## src/rtl/spi_if.sv

```systemverilog
// SPI master control and bus bundle.
// The master modport is the spi_master's view: control inputs and the
// SPI wires it drives. The slave modport is the opposite side: whoever
// drives the control inputs and supplies miso.
interface spi_if #(
    parameter int data_length = 16
);
    logic                   cpol;
    logic                   cpha;
    logic                   enable;
    logic [data_length-1:0] tx;
    logic [data_length-1:0] rx;
    logic                   busy;
    logic                   done;
    logic                   sclk;
    logic                   ss_n;
    logic                   mosi;
    logic                   miso;

    modport master (
        input  cpol, cpha, enable, tx, miso,
        output rx, busy, done, sclk, ss_n, mosi
    );

    modport slave (
        output cpol, cpha, enable, tx, miso,
        input  rx, busy, done, sclk, ss_n, mosi
    );
endinterface

```

## src/rtl/spi_master.sv

```systemverilog
// SPI master for all four CPOL/CPHA modes. Words are sent and received
// MSB first. sclk is produced by a half-period divider of clk_div cycles.
// Sequence: IDLE -> SETUP -> XFER -> HOLD -> GAP -> IDLE.
// Every SPI output is driven straight from a register.
module spi_master #(
    parameter int data_length = 16,
    parameter int clk_div     = 4
) (
    input  logic  clk,
    input  logic  reset,
    spi_if.master bus
);
    localparam int N     = data_length;
    localparam int DIV_W = (clk_div > 1) ? $clog2(clk_div) : 1;
    localparam int EW    = $clog2(2 * N + 1);

    typedef enum logic [2:0] {IDLE, SETUP, XFER, HOLD, GAP} state_t;

    state_t           state;
    logic [DIV_W-1:0] div_cnt;
    logic [EW-1:0]    edge_cnt;   // sclk edges already generated
    logic [N-1:0]     tx_sh;      // bits still to launch, next bit at the MSB
    logic [N-1:0]     rx_sh;
    logic             cpha_q;
    logic             sclk_q;
    logic             ss_n_q;
    logic             mosi_q;
    logic [N-1:0]     rx_q;
    logic             busy_q;
    logic             done_q;

    logic          half_end;
    logic [EW-1:0] k;
    logic          sample_now;
    logic          shift_now;

    assign half_end = (div_cnt == DIV_W'(clk_div - 1));
    assign k        = edge_cnt + EW'(1);
    // Odd k is the leading edge. CPHA=0 samples on leading edges and
    // launches on trailing ones. CPHA=1 is the reverse. The first bit is
    // already on mosi when ss_n falls, so no launch happens on edge 1 and
    // nothing is shifted after the last sample.
    assign sample_now = k[0] ^ cpha_q;
    assign shift_now  = cpha_q ? (k[0] && (k >= EW'(3)))
                               : (!k[0] && (k <= EW'(2 * N - 2)));

    // Transfer sequencer: divider, edge generation, shifting and outputs.
    always_ff @(posedge clk) begin
        if (reset) begin
            state    <= IDLE;
            div_cnt  <= '0;
            edge_cnt <= '0;
            tx_sh    <= '0;
            rx_sh    <= '0;
            cpha_q   <= 1'b0;
            sclk_q   <= 1'b0;
            ss_n_q   <= 1'b1;
            mosi_q   <= 1'b0;
            rx_q     <= '0;
            busy_q   <= 1'b0;
            done_q   <= 1'b0;
        end else begin
            done_q <= 1'b0;
            case (state)
                IDLE: begin
                    sclk_q   <= bus.cpol;
                    mosi_q   <= 1'b0;
                    ss_n_q   <= 1'b1;
                    div_cnt  <= '0;
                    edge_cnt <= '0;
                    if (bus.enable) begin
                        cpha_q <= bus.cpha;
                        tx_sh  <= {bus.tx[N-2:0], 1'b0};
                        mosi_q <= bus.tx[N-1];
                        ss_n_q <= 1'b0;
                        busy_q <= 1'b1;
                        state  <= SETUP;
                    end
                end
                SETUP, XFER: begin
                    if (half_end) begin
                        div_cnt  <= '0;
                        sclk_q   <= ~sclk_q;
                        edge_cnt <= k;
                        // miso is read before the sclk register toggles
                        if (sample_now) rx_sh <= {rx_sh[N-2:0], bus.miso};
                        if (shift_now) begin
                            mosi_q <= tx_sh[N-1];
                            tx_sh  <= {tx_sh[N-2:0], 1'b0};
                        end
                        state <= (k == EW'(2 * N)) ? HOLD : XFER;
                    end else begin
                        div_cnt <= div_cnt + DIV_W'(1);
                    end
                end
                HOLD: begin
                    if (half_end) begin
                        div_cnt <= '0;
                        ss_n_q  <= 1'b1;
                        mosi_q  <= 1'b0;
                        rx_q    <= rx_sh;
                        done_q  <= 1'b1;
                        state   <= GAP;
                    end else begin
                        div_cnt <= div_cnt + DIV_W'(1);
                    end
                end
                GAP: begin
                    if (half_end) begin
                        div_cnt <= '0;
                        busy_q  <= 1'b0;
                        state   <= IDLE;
                    end else begin
                        div_cnt <= div_cnt + DIV_W'(1);
                    end
                end
                default: state <= IDLE;
            endcase
        end
    end

    assign bus.sclk = sclk_q;
    assign bus.ss_n = ss_n_q;
    assign bus.mosi = mosi_q;
    assign bus.rx   = rx_q;
    assign bus.busy = busy_q;
    assign bus.done = done_q;
endmodule

```

## src/flat_wrapper.sv

```systemverilog
// flat-port wrapper written by rule: the top's interface ports become plain ports
module spi_master_flat 
#(
    parameter int data_length = 16,
    parameter int clk_div     = 4
)
  (clk, reset, bus_cpol, bus_cpha, bus_enable, bus_tx, bus_miso, bus_rx, bus_busy, bus_done, bus_sclk, bus_ss_n, bus_mosi);
  spi_if #(.data_length(data_length)) bus_i ();
  input  logic clk;
  input  logic reset;
  input wire logic [$bits(bus_i.cpol)-1:0] bus_cpol;
  input wire logic [$bits(bus_i.cpha)-1:0] bus_cpha;
  input wire logic [$bits(bus_i.enable)-1:0] bus_enable;
  input wire logic [$bits(bus_i.tx)-1:0] bus_tx;
  input wire logic [$bits(bus_i.miso)-1:0] bus_miso;
  output wire logic [$bits(bus_i.rx)-1:0] bus_rx;
  output wire logic [$bits(bus_i.busy)-1:0] bus_busy;
  output wire logic [$bits(bus_i.done)-1:0] bus_done;
  output wire logic [$bits(bus_i.sclk)-1:0] bus_sclk;
  output wire logic [$bits(bus_i.ss_n)-1:0] bus_ss_n;
  output wire logic [$bits(bus_i.mosi)-1:0] bus_mosi;
  assign bus_i.cpol = bus_cpol;
  assign bus_i.cpha = bus_cpha;
  assign bus_i.enable = bus_enable;
  assign bus_i.tx = bus_tx;
  assign bus_i.miso = bus_miso;
  assign bus_rx = bus_i.rx;
  assign bus_busy = bus_i.busy;
  assign bus_done = bus_i.done;
  assign bus_sclk = bus_i.sclk;
  assign bus_ss_n = bus_i.ss_n;
  assign bus_mosi = bus_i.mosi;
  spi_master #(.data_length(data_length), .clk_div(clk_div)) u_core (.clk(clk), .reset(reset), .bus(bus_i));
endmodule
```

## config.mk

```make
export PLATFORM = sky130hd
export DESIGN_NAME = spi_master_flat
export DESIGN_NICKNAME = d
export VERILOG_FILES = /design/src/rtl/spi_if.sv /design/src/rtl/spi_master.sv /design/src/flat_wrapper.sv
export SDC_FILE = /design/constraint.sdc
export NUM_CORES = 1
export LEC_CHECK = 0
export CAP_MARGIN = 15
export CORE_UTILIZATION = 50
export CTS_CLUSTER_DIAMETER = 150
export DETAILED_ROUTE_END_ITERATION = 10
export GPL_ROUTABILITY_DRIVEN = 1
export HOLD_SLACK_MARGIN = 0.03
export PLACE_DENSITY = 0.74
export REMOVE_ABC_BUFFERS = 1
export SLEW_MARGIN = 20
export SYNTH_ARGS = -nofsm -noshare
export SYNTH_HDL_FRONTEND = slang
export SYNTH_SLANG_ARGS = --single-unit
```

## constraint.sdc

```tcl
create_clock -name clk -period 5.55 [get_ports clk]
set_input_delay 1.11 -clock clk [delete_from_list [all_inputs] [get_ports clk]]
set_output_delay 1.11 -clock clk [all_outputs]
set_load 0.03 [all_outputs]
```

==> impl_metrics.tcl, run 1 <==
set metrics [dict create \
    detail-route-antenna-nets 0 \
    rsz0062_at_grt "false" \
    grt_antenna_before_repair 0 \
    synth_enable_flop_cells 0 \
    post_route_cells_drive_above_1_share_pct 15.4 \
    outcome "complete, no violations" \
    clk_latency_ns 0.33 \
    first_drt_pass_iteration_count 4 \
    synth-xor-area-share_pct 1.18 \
    synth_mux_area_share_pct 5.12 \
    regToRegSetupSlack_ns 2.86 \
    timing.final.setup_violations 0 \
    netlist.area_leader.share_pct 43.0 \
    synth_area_leaders "sky130_fd_sc_hd__dfxtp_1 (43%), sky130_fd_sc_hd__nand2_1 (9.4%), sky130_fd_sc_hd__a21oi_1 (8.2%)" \
    ys_seq_elements 64 \
    timing.slew.headroom_pct 27.9 \
    cp_max_fo 16 \
    remaining_drc_errors 0 \
    rows 27 \
    synth-compound-area-share_pct 25.0 \
    timing.hold.worst_path_depth 2 \
    cts.htree.levels 3 \
    vdd_ir_drop_max_mv 0.188 \
    tritoncts.num_buffers 9 \
    yosysWarningCount 0 \
    area_of_the_die_mm2 0.00627 \
    design.core.area_mm2 0.00561 \
    synth.largest_area_cell "sky130_fd_sc_hd__dfxtp_1" \
    min_period_over_period_pct 48.4 \
    final-max-slew-violation-count 0 \
    cp-start-kind "flip-flop" \
    die_height_um 79.2 \
    cts_setup_buffers 0 \
    detailroute.via_count 2504 \
    finalHoldWorstSlack_ns 0.455 \
    cp_cell_sequence "xor2_1 > nor2b_1 > nand2_1 > nor2b_1 > nand2_1 > a21oi_1" \
    post_synth_inst_count 343 \
    synth_cell_type_count 40 \
    ioPinCount 43 \
    final_cells 448 \
    antenna_cells 0 \
    yosysSeqAreaShare_pct 43.0 \
    finClkSkew_ns 0.0105 \
    overflow 0 \
    worst_pin_slew_ns 1.08 \
    fmax_mhz 372 \
    cts_tree "done" \
    overall_global_routing_resource_usage_pct 20.8 \
    slowest_library_cell_on_the_worst_path "sky130_fd_sc_hd__nor2b_1" \
    post_drt_wl_per_cell_um 13.6 \
    timing.final.hold_violations 0 \
    arrival_ns 2.94 \
    criticalPathCategory "reg2reg" \
    period_minus_slack_ns 2.69 \
    cts-hold-fix-buffers 0 \
    pin_count_of_the_biggest_net_entering_global_routing 65 \
    largest_family_of_logic_cells_by_synthesized_area "compound AO/OA/AOI/OAI gates" \
    post_cts_sizing 0 \
    clockRootBuffer "sky130_fd_sc_hd__clkbuf_8" \
    dp.final_hpwl_mm 3.85 \
    holdCritPathClass "reg2reg" \
    p_leak_nw 1.27 \
    dominantRegCellSynth "sky130_fd_sc_hd__dfxtp_1" \
    number_of_global_route_vias_before_repair 2273 \
    hold_ep "u_core.bus.rx[14]" \
    mean_area_per_synthesized_cell_um2 8.69 \
    path_buf_inv 0 \
    tns_ns 0 \
    critical_path_s_largest_stage_delay_ns 0.85 \
    cts.path.max_buffers 2 \
    cts.sinks 64 \
    fin_util_pct 64.9 \
    route.detailed.vias_per_inst 5.59 \
    clkSlewWorstSetupHoldPaths_ns 0.07 \
    timing.max_cap.violations 0 \
    synth_simple_gate_area_share_pct 18.5 \
    numPlacedInstances 432 \
    hold_path_startpoint "u_core.bus.rx[14]" \
    initial_core_utilization_pct 53.1 \
    worst_r2r_path_depth 6 \
    finalWirelength_mm 6.08 \
    post_synth_instance_area_mm2 0.00298 \
    first_pass_grt_wire_length_mm 10.3 \
    drt_iter0_markers 136 \
    synth_fa_ha_area_share_pct 2.10 \
    critical_path.reg2reg.startpoint "u_core.state[1]" \
    family_with_the_most_delay_on_the_worst_path "simple AND/OR/NAND/NOR gates" \
    critical_path.reg2reg.endpoint "u_core.rx_sh[2]" \
    floorplan.die.width_um 79.2 \
    synth-async-reset-ratio_pct 0 \
    areaGrowthSynthToFinish_pct 22.1 \
    fin_nets 398 \
    port_buffers 42 \
    powerDensity_mw_per_mm2 289 \
    setup.worst_path.end_class "flip-flop" \
    finalWeightedCongestion 0.789 \
    cp.required_ns 5.81 \
]
[metrics by stage]
step                      power [W]  area, µm²  setup WS, ns
after CTS                   0.00106       3640          2.88
after global routing        0.00109       3640          2.58
after global placement     0.000602       3380          2.78
after detailed placement   0.000609       3410          2.73
after floorplan            0.000563       2840          1.04
final                       0.00105       3640          2.86
[sequential cells by signal (all words and copies together) (netlist names)]
signal / flops
u_core.bus.ss_n: 1
u_core.bus.done: 1
u_core.bus.busy: 1
u_core.div_cnt: 2
u_core.bus.rx: 16
u_core.tx_sh: 15
u_core.bus.sclk: 1
u_core.state: 3
u_core.bus.mosi: 1
u_core.rx_sh: 16
u_core.edge_cnt: 6
u_core.cpha_q: 1
[logic make-up (layout without fill, tap and decap cells)]
family	after synthesis	in the layout
AO/OA/AOI/OAI	96	96
buffers and inverters	32	65
AND/OR/NAND/NOR	127	127
flip-flops	64	64
adder cells (fa/ha/maj)	5	5
XOR/XNOR	4	4
multiplexers	15	15
[synth_stat cells, drive strengths merged, types with 3 or more instances]
master  instances
nor2b           3
nor2           23
xor2            4
ha              5
a21oi          63
a211oi          3
nand3           7
clkbuf         19
nand2          75
inv             4
nor3            4
dfxtp          64
mux2i          13
a311oi         15
buf             9
o21ai           7
[worst min-delay path, stage by stage, from the launching register on]
cell and delay [ns]:
sky130_fd_sc_hd__dfxtp_1 0.31, sky130_fd_sc_hd__nand2_1 0.05, sky130_fd_sc_hd__a21oi_1 0.05
[cells in the final DEF, fill, tap and decap left out, drive strengths merged]
master	n
clkbuf	9
nor3b	2
bufinv	2
dfxtp	64
nor2b	3
nand3b	1
and3	1
nand2	75
a32oi	1
or4	1
nor2	23
a211oi	3
o221a	1
and4	1
nand3	7
ha	5
o21a	1
or2	2
and2	1
nand2b	1
a311oi	15
nand4b	2
buf	4
mux2	2
clkinvlp	1
o21ai	7
nor3	4
a21oi	63
nor4	1
o21ba	1
o22ai	1
o221ai	1
mux2i	13
o211ai	1
a2111oi	1
or3	2
inv	6
clkinv	2
clkdlybuf4s50	41
xor2	4
[worst max-delay path by stage]
stage,start,to,slack [ns],depth (start not counted)
floorplan,bus_enable,u_core.tx_sh[15],1.04,4
global placement,bus_enable,u_core.tx_sh[15],2.78,6
detailed placement,bus_enable,u_core.tx_sh[3],2.73,6
CTS,u_core.state[1],u_core.rx_sh[0],2.88,6
global route,u_core.state[1],u_core.rx_sh[15],2.58,6
finish,u_core.state[1],u_core.rx_sh[2],2.86,6
[where the power goes]
part           leakage, nW  switching [W]  internal (W)
Clock                0.110       0.000194      0.000257
Sequential           0.520     0.00000998      0.000473
Combinational        0.642      0.0000624     0.0000534
[layer usage]
layer	wire, µm	GRT usage, %	up-vias
li1	-	-	1256
met1	2860	26.1	1194
met2	2920	34.6	46
met3	207	4.14	8
met4	95	8.73	0
met5	0	0	-
[cell type report]
| cell class | instances | area, µm² |
|---|---|---|
| fill | 481 | 1970 |
| multi-input combinational | 247 | 1570 |
| sequential | 64 | 1280 |
| timing repair buffer | 45 | 458 |
| clock buffer | 9 | 124 |
| clock inverter | 7 | 103 |
| tap | 72 | 90.1 |
| inverter | 4 | 15.0 |
(Power assumes the default switching activity.)
==> inputs of run 2 (changes only) <==
==> constraint.sdc (replaced) <==
create_clock -name clk -period 2.6 [get_ports clk]
set_input_delay 0.52 -clock clk [delete_from_list [all_inputs] [get_ports clk]]
set_output_delay 0.52 -clock clk [all_outputs]
set_load 0.03 [all_outputs]
==> run 2 against run 1 <==
Clock-buffer cell count increased by 1. First-iteration DRC count shrank 13%. Flip-flop and latch count stayed put. Hold slack is essentially flat. Cell count rose by 1.8%. Via count decreased by 1.7%. Core utilization is 0.98 points higher. Total power up 110%. Setup slack lost 2.6 ns. Sequential share of layout area down 0.53 points. Fmax rose by 16%. Critical path type unchanged. Largest cell class unchanged.
==> impl_metrics.tcl, run 2 (synthesized netlist as in run 1, its figures left out) <==
set metrics [dict create \
    fmax_mhz 434 \
    cp-start-kind "flip-flop" \
    cts.path.max_buffers 2 \
    min_period_over_period_pct 88.7 \
    rsz0062_at_grt "false" \
    cts_tree "done" \
    cp.required_ns 2.80 \
    port_buffers 42 \
    arrival_ns 2.51 \
    final-max-slew-violation-count 0 \
    clockRootBuffer "sky130_fd_sc_hd__clkbuf_8" \
    post_cts_sizing 0 \
    p_total_w 0.00216 \
    overflow 0 \
    powerDensity_mw_per_mm2 584 \
    ioPinCount 43 \
    areaGrowthSynthToFinish_pct 23.9 \
    detailroute.via_count 2461 \
    timing.slew.headroom_pct 56.4 \
    num-fill-cells 490 \
    first_drt_pass_iteration_count 4 \
    finalWirelength_mm 6.16 \
    clkSlewWorstSetupHoldPaths_ns 0.07 \
    period_minus_slack_ns 2.31 \
    regToRegSetupSlack_ns 0.29 \
    p_leak_nw 1.30 \
    worst_pin_slew_ns 0.653 \
    number_of_global_route_vias_before_repair 2289 \
    holdCritPathClass "reg2reg" \
    worst_slack_at_placement_ns 0.304 \
    setup.worst_path.end_class "flip-flop" \
    cts.htree.levels 3 \
    overall_global_routing_resource_usage_pct 21.3 \
    detailed_place.area_mm2 0.00349 \
    antenna_cells 0 \
    initial_core_utilization_pct 53.1 \
    finalWeightedCongestion 0.804 \
    cts_setup_buffers 0 \
    fin_util_pct 65.8 \
    post_drt_wl_per_cell_um 13.5 \
    cts.sinks 64 \
    finClkSkew_ns 0.00592 \
    remaining_drc_errors 0 \
    final_cell_area_mm2 0.00369 \
    first_pass_grt_wire_length_mm 10.3 \
    final_critical_path_setup_slack_ns 0.293 \
    cts-hold-fix-buffers 0 \
    dp.final_hpwl_mm 4.04 \
    layout.cells.most_common_list "sky130_fd_sc_hd__nand2_1 (75), sky130_fd_sc_hd__dfxtp_1 (64), sky130_fd_sc_hd__a21oi_1 (49)" \
    outcome "complete, no violations" \
    area_of_the_die_mm2 0.00627 \
    route.detailed.vias_per_inst 5.40 \
    finalHoldWorstSlack_ns 0.455 \
    most_common_cell_after_layout_fill_and_taps_aside "sky130_fd_sc_hd__nand2_1" \
    criticalPathCategory "reg2reg" \
    drt_iter0_markers 119 \
    fin_nets 406 \
    post_route_cells_drive_above_1_share_pct 17.2 \
    pin_count_of_the_biggest_net_entering_global_routing 44 \
    grt_antenna_before_repair 0 \
    die_height_um 79.2 \
    vdd_ir_drop_max_mv 0.314 \
    design.core.area_mm2 0.00561 \
    timing.final.hold_violations 0 \
    cp_max_fo 31 \
    timing.max_cap.violations 0 \
    tritoncts.num_buffers 9 \
    detail-route-antenna-nets 0 \
    floorplan.die.width_um 79.2 \
    clk_latency_ns 0.33 \
    rows 27 \
    timing.final.setup_violations 0 \
]
## run 2: where the power goes
group / switching, W / internal, W / leakage [nW]
combinational: 0.000135 / 0.000121 / 0.687
sequential: 0.0000223 / 0.00101 / 0.520
clock: 0.000399 / 0.000470 / 0.0949
total: 0.000557 / 0.00160 / 1.30
## run 2: path summary, 6_finish.rpt
check / start / end / cells after the start
max reg2reg: u_core.edge_cnt[1] / u_core.tx_sh[7] / 7
min: u_core.bus.rx[5] / u_core.bus.rx[5] / 2
min reg2reg: u_core.bus.rx[5] / u_core.bus.rx[5] / 2
max: u_core.edge_cnt[1] / u_core.tx_sh[7] / 7
## run 2: cell type report
type                    count  area [µm²]  area share, %
well taps                  72        90.1           2.44
flip-flops and latches     64        1280           34.7
clock buffers              10         138           3.73
inverters                   4        15.0          0.407
clock inverters             6        66.3           1.80
multi-input cells         247        1570           42.4
repair buffers             53         536           14.5
## run 2: metrics by stage
stage	cells	TNS, ns
after floorplan	315	-24.72
after CTS	456	0
after global routing	456	0
after detailed placement	440	0
final	456	0
after global placement	440	0
## run 2: metal layers
metal / global-route usage, % / wire, µm / up-vias
li1: - / - / 1267
met3: 3.91 / 176 / 12
met2: 35.9 / 2940 / 42
met4: 10.0 / 132 / 0
met1: 26.1 / 2920 / 1140
met5: 0 / 0 / -
## run 2: critical path, stage by stage (launching register included)
cell and delay (ns):
sky130_fd_sc_hd__dfxtp_1 0.39, sky130_fd_sc_hd__ha_1 0.29, sky130_fd_sc_hd__or4_4 0.46, sky130_fd_sc_hd__a2111oi_4 0.41, sky130_fd_sc_hd__o221ai_4 0.17, sky130_fd_sc_hd__buf_12 0.20
sky130_fd_sc_hd__a21oi_2 0.18, sky130_fd_sc_hd__a311oi_2 0.07
==> inputs of run 3 (changes only) <==
--- a/config.mk
+++ b/config.mk
@@ -5,13 +5,15 @@
 export SDC_FILE = /design/constraint.sdc
 export NUM_CORES = 1
 export LEC_CHECK = 0
-export CAP_MARGIN = 15
-export CORE_UTILIZATION = 50
+export CAP_MARGIN = 20
+export CELL_PAD_IN_SITES_DETAIL_PLACEMENT = 2
+export CELL_PAD_IN_SITES_GLOBAL_PLACEMENT = 2
+export CORE_UTILIZATION = 33
 export CTS_CLUSTER_DIAMETER = 150
 export DETAILED_ROUTE_END_ITERATION = 10
 export GPL_ROUTABILITY_DRIVEN = 1
 export HOLD_SLACK_MARGIN = 0.03
-export PLACE_DENSITY = 0.74
+export PLACE_DENSITY_LB_ADDON = 0.1
 export REMOVE_ABC_BUFFERS = 1
 export SLEW_MARGIN = 20
 export SYNTH_ARGS = -nofsm -noshare
==> run 3 against run 2 <==
Non-clock buffer count up 1. Register-to-register slack worse by 0.05 ns. Cell count up 8.1%. Clock power down 9.8%. Flip-flop and latch count unchanged.
==> impl_metrics.tcl, run 3 (synthesized netlist as in run 1, its figures left out) <==
set metrics [dict create \
    cp.required_ns 2.80 \
    critical_path_s_largest_stage_delay_ns 0.46 \
    min_period_over_period_pct 90.5 \
    clk_latency_ns 0.34 \
    cts.path.max_buffers 2 \
    post_cts_sizing 0 \
    die_height_um 97.0 \
    port_buffers 42 \
    layout.cells.most_common_list "sky130_fd_sc_hd__nand2_1 (75), sky130_fd_sc_hd__dfxtp_1 (64), sky130_fd_sc_hd__a21oi_1 (49)" \
    route.detailed.vias_per_inst 5.22 \
    cp-start-kind "flip-flop" \
    rsz0062_at_grt "false" \
    period_minus_slack_ns 2.35 \
    powerDensity_mw_per_mm2 557 \
    tns_ns 0 \
    fin_util_pct 42.8 \
    post_route_cells_drive_above_1_share_pct 17.4 \
    worst_slack_at_placement_ns 0.228 \
    cp_cell_sequence "ha_1 > or4_4 > a2111oi_4 > o221ai_4 > buf_12 > a21oi_1 > a311oi_2" \
    setup.worst_path.end_class "flip-flop" \
    finalWeightedCongestion 0.776 \
    fin_nets 407 \
    areaGrowthSynthToFinish_pct 25.2 \
    tritoncts.num_buffers 9 \
    ioPinCount 43 \
    detail-route-antenna-nets 0 \
    clockRootBuffer "sky130_fd_sc_hd__clkbuf_8" \
    first_drt_pass_iteration_count 4 \
    most_common_cell_after_layout_fill_and_taps_aside "sky130_fd_sc_hd__nand2_1" \
    design.core.area_mm2 0.00872 \
    grt_antenna_before_repair 0 \
    finalWirelength_mm 7.75 \
    cts_setup_buffers 0 \
    post_drt_wl_per_cell_um 15.7 \
    fmax_mhz 425 \
    overflow 0 \
    slowest_library_cell_on_the_worst_path "sky130_fd_sc_hd__or4_4" \
    cp_max_fo 31 \
    dp.final_hpwl_mm 5.42 \
    drt_iter0_markers 52 \
    floorplan.die.width_um 97.0 \
    timing.final.setup_violations 0 \
    cts_tree "done" \
    area_of_the_die_mm2 0.00941 \
    p_leak_nw 1.30 \
    timing.max_cap.violations 0 \
    clkSlewWorstSetupHoldPaths_ns 0.08 \
    p_total_w 0.00208 \
    final_critical_path_setup_slack_ns 0.248 \
    rows 34 \
    final-max-slew-violation-count 0 \
    detailroute.via_count 2575 \
    timing.slew.headroom_pct 55.5 \
    arrival_ns 2.55 \
    criticalPathCategory "reg2reg" \
    remaining_drc_errors 0 \
    cts.htree.levels 3 \
    finClkSkew_ns 0.0102 \
    holdCritPathClass "reg2reg" \
    cts-hold-fix-buffers 0 \
    outcome "complete, no violations" \
    timing.final.hold_violations 0 \
    initial_core_utilization_pct 34.2 \
    regToRegSetupSlack_ns 0.25 \
    pin_count_of_the_biggest_net_entering_global_routing 42 \
    number_of_global_route_vias_before_repair 2757 \
    vdd_ir_drop_max_mv 0.245 \
    antenna_cells 0 \
    first_pass_grt_wire_length_mm 13.3 \
    num-fill-cells 967 \
    worst_pin_slew_ns 0.665 \
    cts.sinks 64 \
    finalHoldWorstSlack_ns 0.456 \
    overall_global_routing_resource_usage_pct 17.6 \
]
## run 3: routing by layer
metal / part of all wire, % / global-route usage (%) / up-vias
met5: 0 / 0 / -
met4: 1.1 / 4.48 / 0
met3: 2.5 / 3.90 / 9
met2: 53 / 33.2 / 35
met1: 44 / 19.9 / 1263
li1: - / - / 1268
## run 3: power by group
group	switching (W)	internal [W]	leakage, nW	total, W
registers	0.0000227	0.00101	0.520	0.00103
clock network	0.000411	0.000373	0.0887	0.000784
logic	0.000142	0.000121	0.694	0.000263
## run 3: cell type report
| type | count | area [µm²] | area share (%) |
|---|---|---|---|
| clock inverter | 6 | 42.5 | 1.14 |
| sequential | 64 | 1280 | 34.4 |
| multi-input combinational | 247 | 1570 | 42.2 |
| timing repair buffer | 54 | 543 | 14.6 |
| inverter | 4 | 15.0 | 0.403 |
| clock buffer | 10 | 138 | 3.69 |
| tap | 108 | 135 | 3.62 |
## run 3: per-stage QoR
step	area [µm²]	cells
after floorplan	2840	315
after global placement	3550	477
after detailed placement	3550	477
after CTS	3730	493
after global routing	3730	493
final	3730	493
## run 3: worst paths after layout
kind / from / to / depth (start not counted)
max reg2reg: u_core.edge_cnt[0] / u_core.tx_sh[15] / 7
min reg2reg: u_core.bus.rx[8] / u_core.bus.rx[8] / 2
min: u_core.bus.rx[8] / u_core.bus.rx[8] / 2
max: u_core.edge_cnt[0] / u_core.tx_sh[15] / 7
## run 3: critical path, delay by kind of cell, from the launching register on
family                   cells  cell delay (ns)
AO/OA/AOI/OAI                4             0.86
AND/OR/NAND/NOR              1             0.46
flip-flops                   1             0.37
adder cells (fa/ha/maj)      1             0.31
buffers and inverters        1             0.20
